File: src/rtl/dec_onehot2bin.sv
// -----------------------------------------------------------------------------
// dec_onehot2bin
//
// Registered one-hot to binary decoder. An accepted N_ONEHOT-bit word is
// turned into the index of its set bit and presented one cycle later on a
// single-entry output register with a valid/ready handshake.
//
//   * exactly one bit i set -> out = i,        out_err = 0
//   * all bits clear        -> out = N_ONEHOT, out_err = 0
//     (the matching encoder drives all zeros for its top code)
//   * two or more bits set  -> out = lowest set bit index, out_err = 1
//
// Every accepted multi-hot word bumps a saturating error counter that can be
// cleared synchronously through err_clr.
//
// Ports
//   clk        in   rising-edge clock
//   rst        in   asynchronous reset, active low
//   in_valid   in   input word valid
//   in_ready   out  block accepts the word this cycle (combinational)
//   in         in   [N_ONEHOT-1:0] one-hot word
//   out_valid  out  decoded result valid
//   out_ready  in   downstream accepts the result
//   out        out  [BIN_W-1:0] decoded index
//   out_err    out  result came from a multi-hot word
//   err_clr    in   synchronous clear of err_cnt (wins over increment)
//   err_cnt    out  [ERRCNT_W-1:0] saturating count of accepted multi-hot words
// -----------------------------------------------------------------------------
module dec_onehot2bin #(
  parameter int N_ONEHOT = 15,
  parameter int BIN_W    = 4,
  parameter int ERRCNT_W = 8
) (
  input  logic                clk,
  input  logic                rst,
  input  logic                in_valid,
  output logic                in_ready,
  input  logic [N_ONEHOT-1:0] in,
  output logic                out_valid,
  input  logic                out_ready,
  output logic [BIN_W-1:0]    out,
  output logic                out_err,
  input  logic                err_clr,
  output logic [ERRCNT_W-1:0] err_cnt
);

  localparam logic [BIN_W-1:0]    ZERO_CODE = BIN_W'(N_ONEHOT);
  localparam logic [ERRCNT_W-1:0] CNT_MAX   = {ERRCNT_W{1'b1}};
  localparam logic [ERRCNT_W-1:0] CNT_ONE   = {{(ERRCNT_W-1){1'b0}}, 1'b1};
  localparam logic [N_ONEHOT-1:0] WORD_ONE  = {{(N_ONEHOT-1){1'b0}}, 1'b1};

  // Index of the lowest set bit; an all-zero word maps to the top code.
  // Scanning from the top down lets the lowest set bit overwrite any higher
  // one, which is exactly the multi-hot resolution rule.
  function automatic logic [BIN_W-1:0] f_lowest_index(input logic [N_ONEHOT-1:0] w);
    logic [BIN_W-1:0] idx;
    idx = ZERO_CODE;
    for (int i = N_ONEHOT - 1; i >= 0; i--) begin
      if (w[i]) begin
        idx = BIN_W'(i);
      end else begin
        idx = idx;
      end
    end
    return idx;
  endfunction

  // More than one bit set: clearing the lowest set bit (w & (w-1)) leaves
  // something behind only when a second bit was present.
  function automatic logic f_multi_hot(input logic [N_ONEHOT-1:0] w);
    return ((w & (w - WORD_ONE)) != {N_ONEHOT{1'b0}});
  endfunction

  logic                r_out_valid;
  logic [BIN_W-1:0]    r_out;
  logic                r_out_err;
  logic [ERRCNT_W-1:0] r_err_cnt;

  logic                w_in_ready;
  logic                w_accept;
  logic [BIN_W-1:0]    w_dec_idx;
  logic                w_dec_err;
  logic                w_cnt_sat;

  // Handshake and decode of the incoming word.
  always_comb begin
    w_in_ready = 1'b0;
    w_accept   = 1'b0;
    w_dec_idx  = ZERO_CODE;
    w_dec_err  = 1'b0;
    w_cnt_sat  = 1'b0;

    // Single output register: it can take a new word when empty or when the
    // current result leaves in the same cycle.
    w_in_ready = !r_out_valid || out_ready;
    w_accept   = in_valid && w_in_ready;
    w_dec_idx  = f_lowest_index(in);
    w_dec_err  = f_multi_hot(in);
    w_cnt_sat  = (r_err_cnt == CNT_MAX);
  end

  // Output occupancy bit: set on accept, cleared on a drain without refill.
  always_ff @(posedge clk or negedge rst) begin
    if (!rst) begin
      r_out_valid <= 1'b0;
    end else if (w_accept) begin
      r_out_valid <= 1'b1;
    end else if (out_ready) begin
      r_out_valid <= 1'b0;
    end else begin
      r_out_valid <= r_out_valid;
    end
  end

  // Result register: loads only on accept, so it holds during a stall.
  always_ff @(posedge clk or negedge rst) begin
    if (!rst) begin
      r_out     <= {BIN_W{1'b0}};
      r_out_err <= 1'b0;
    end else if (w_accept) begin
      r_out     <= w_dec_idx;
      r_out_err <= w_dec_err;
    end else begin
      r_out     <= r_out;
      r_out_err <= r_out_err;
    end
  end

  // Saturating multi-hot counter; clear beats a simultaneous increment.
  always_ff @(posedge clk or negedge rst) begin
    if (!rst) begin
      r_err_cnt <= {ERRCNT_W{1'b0}};
    end else if (err_clr) begin
      r_err_cnt <= {ERRCNT_W{1'b0}};
    end else if (w_accept && w_dec_err && !w_cnt_sat) begin
      r_err_cnt <= r_err_cnt + CNT_ONE;
    end else begin
      r_err_cnt <= r_err_cnt;
    end
  end

  // Output drive.
  always_comb begin
    in_ready  = w_in_ready;
    out_valid = r_out_valid;
    out       = r_out;
    out_err   = r_out_err;
    err_cnt   = r_err_cnt;
  end

endmodule

File: config.mk
export PLATFORM = sky130hd
export DESIGN_NAME = dec_onehot2bin
export DESIGN_NICKNAME = d
export VERILOG_FILES = /design/src/rtl/dec_onehot2bin.sv
export SDC_FILE = /design/constraint.sdc
export NUM_CORES = 1
export LEC_CHECK = 0
export CAP_MARGIN = 20
export CORE_ASPECT_RATIO = 1.1
export CORE_MARGIN = 2
export CORE_UTILIZATION = 35
export CTS_CLUSTER_DIAMETER = 100
export DETAILED_ROUTE_END_ITERATION = 16
export GPL_TIMING_DRIVEN = 0
export PLACE_DENSITY = 0.65
export SYNTH_ARGS = -nofsm -noshare
export SYNTH_HDL_FRONTEND = slang
export SYNTH_SLANG_ARGS = --single-unit
File: constraint.sdc
create_clock -name clk -period 2.6 [get_ports clk]
set_clock_uncertainty 0.2 [all_clocks]
set_input_delay 0.26 -clock clk [delete_from_list [all_inputs] [get_ports clk]]
set_output_delay 0.26 -clock clk [all_outputs]
set_load 0.05 [all_outputs]
==> results.py <==
metrics = {
    "power_and_ir_drop": {
        "combPwrFrac_pct": 28.8,
        "sw_frac_of_total_pct": 31.7,
        "ir_drop_uv": 176,
        "p_int_uw": 374,
        "clkPwrFrac_pct": 28.5,
        "p_switching_uw": 174,
        "power_density_nw_per_um2": 391,
        "p_leak_uw": 0.000511,
        "seqPwrFrac_pct": 42.7,
    },
    "setup_path": {
        "worstPathCellList": "dlygate4sd2_1 -> or4_1 -> buf_4 -> or4_4 -> a211oi_4 -> buf_6 -> nor4_1 -> mux2_1",
        "critPathLaunchType": "primary input",
        "critical_path.top_delay_family": "simple AND/OR/NAND/NOR gates",
        "cpMaxStageDelayCell": "or4_4",
        "worstPathArrival_ns": 2.50,
        "cpPeakStageDelay_ns": 0.49,
        "path_max_fanout": 9,
        "endpoint_kind": "flop",
        "path_buf_inv": 3,
        "critical_path_class": "in -> reg",
        "required_ns": 2.57,
    },
    "synthesis": {
        "syn_inst": 121,
        "synthAdderAreaFrac_pct": 1.26,
        "synth_seq_cells": 14,
        "synth-compound-area-share_pct": 16.4,
        "async_reset_ff_share_pct": 100,
        "synth_seq_area_share_pct": 35.2,
        "synth_top_area_cell": "dfrtp_1",
        "synth_top_area_share_pct": 35.2,
        "syn_area_um2": 995,
        "synth.area.mux_share_pct": 3.14,
        "synth_edf_count": 0,
        "synthFlopType": "dfrtp_1",
        "syn_nets": 142,
        "ys_warn_count": 0,
        "synth-simple-area-share_pct": 35.5,
        "syn_avg_cell_area_um2": 8.22,
        "synth_xor_area_share_pct": 3.52,
        "synth_cell_type_count": 34,
        "synth_top_family_by_area": "simple AND/OR/NAND/NOR gates",
        "ys_top_cells_by_area": "dfrtp_1, nor3_1, nor2_1",
    },
    "floorplan": {
        "rows": 20,
        "initial_core_util_pct": 36.5,
        "die_area_um2": 3280,
        "io_pins": 35,
        "die_h_um": 59.9,
        "core_um2": 2730,
        "dieWidth_um": 54.8,
    },
    "clock_tree": {
        "cts_root_buf": "clkbuf_4",
        "cts_max_level": 1,
        "numCtsBuffers": 3,
        "clkLatencyLatePin_ns": 0.28,
        "clk_pin_slew_ns": 0.09,
        "cts_tree": "built",
        "hold_buffers": 0,
        "clockBufferDepth": 2,
        "cts_sinks": 14,
    },
    "sta": {
        "slew_violations": 0,
        "tightest_slew_ns": 0.645,
        "min_period_over_period_pct": 97.5,
        "final-hold-violation-count": 0,
        "holdWs_ns": 0.115,
        "final-setup-viol-count": 0,
        "grt_setup_unrepaired": "no",
        "setup_ws_ns": 0.0660,
        "clock.fmax_ghz": 0.395,
        "min_period_ns": 2.53,
        "maxSlewHeadroom_pct": 56.8,
    },
    "routing": {
        "routedWlPerCell_um": 12.7,
        "drc": 0,
        "drt_iter0_markers": 15,
        "drt-pass1-iter-count": 4,
        "antenna_left": 0,
        "vias": 1037,
        "wl_um": 2380,
        "vias_per_cell": 5.52,
    },
    "cells_and_area": {
        "synthToLayoutAreaGrowth_pct": 40.9,
        "layout-drive-gt1-share_pct": 10.3,
        "nets": 177,
        "fin_util_pct": 51.4,
        "nFillCells": 274,
        "antennaDiodeCount": 0,
    },
    "global_routing": {
        "antenna_found_initial": 0,
        "grt.total_usage_pct": 15.8,
        "grt_max_degree": 15,
        "grt_pass1_wl_um": 3930,
        "grt_pass1_vias": 996,
        "overflow": 0,
    },
    "placement": {
        "place.gp.congestion": 0.799,
        "dpl_worst_slack_ns": -0.540,
        "dp_hpwl_um": 1810,
        "numPortBuffers": 29,
    },
    "flow_run": {
        "max_cap_viol_count": 0,
    },
    "hold_path": {
        "hp-class": "in -> reg",
    },
    "status": {
        "outcome": "finished, final reports clean",
    },
}
-- flip-flops by register name, indices dropped and copies added (netlist names) --
signal	count
out_err	1
out_valid	1
err_cnt	8
out	4
-- worst min-delay path, delay by kind of cell --
kind | cells | cell delay [ns]
buf+inv | 1 | 0.10
simple gates | 1 | 0.05
compound gates | 2 | 0.15
-- cells by family (layout without fill, tap and decap cells) --
family                     Yosys count  count (layout)
adders and majority gates            1               1
and+or+nand+nor                     66              66
DFF                                 14              14
xor gates and xnor gates             4               4
AOI/OAI and AO/OA                   22              22
muxes                                3               3
buffers and inverters               11              45
-- stage by stage --
step	TNS, ns	power [uW]	cells	area, um2
finish	0	549	188	1400
global route	0	578	188	1400
CTS	0	556	188	1370
detailed placement	-3.88	396	183	1330
global placement	-3.83	394	183	1330
floorplan	0	328	121	995
-- power groups by stage --
stage	sequential, uW	combinational, uW	clock, uW
2_1_floorplan	275	53.3	0
3_3_place_gp	239	155	0
3_5_place_dp	239	157	0
4_1_cts	235	156	165
5_1_grt	236	172	170
6_report	234	158	156
-- synthesized netlist by cell type, types with 2 or more instances --
master,n
o21ai_0,6
nor2b_1,4
dfrtp_1,14
nor2_1,14
nand2b_1,3
mux2i_1,2
clkbuf_1,4
or4_1,3
nor4_1,7
a211oi_1,3
a21oi_1,4
or3_1,5
nand3_1,3
inv_1,4
nor3_1,14
nor4b_1,2
o41ai_1,3
nand2_1,7
xnor2_1,4
-- metal layers --
layer,wire length [um],up-vias,GRT usage (%)
met1,1070,479,19.6
met4,17,0,6.43
li1,-,524,-
met3,120,2,1.50
met2,1170,32,27.2
met5,0,-,0
-- worst paths after layout --
path	start	end	slack [ns]	cells past startpoint
max in group asynchronous	rst	err_cnt[3]	1.61	1
min in group asynchronous	rst	err_cnt[4]	0.17	1
hold / removal	in[3]	out[2]	0.12	4
setup / recovery	in[4]	err_cnt[5]	0.07	8
hold reg to reg	out[0]	out[0]	0.28	2
setup reg to reg	err_cnt[0]	err_cnt[5]	0.66	5
-- layout make-up --
| cell class | count | area [um2] | area share [%] |
|---|---|---|---|
| multi-input combinational | 96 | 626 | 44.6 |
| clock buffer | 4 | 36.3 | 2.59 |
| sequential | 14 | 350 | 25.0 |
| inverter | 4 | 15.0 | 1.07 |
| buffer | 7 | 37.5 | 2.68 |
| timing repair buffer | 30 | 295 | 21.1 |
| tap | 33 | 41.3 | 2.95 |
-- repair_timing --
item                                    CTS  global route
pin swaps                                 1             0
endpoints found under the setup margin    8             5
setup buffers                             1             0
gates resized for setup                   2            10
-- cells in the final DEF, fill, tap and decap left out, types with 6 or more instances in the layout --
cell type	n
nor2_1	14
o21ai_0	6
nand2_1	7
dfrtp_1	14
nor4_1	7
clkdlybuf4s50_1	27
nor3_1	14
Power figures use the tool's default switching activity.
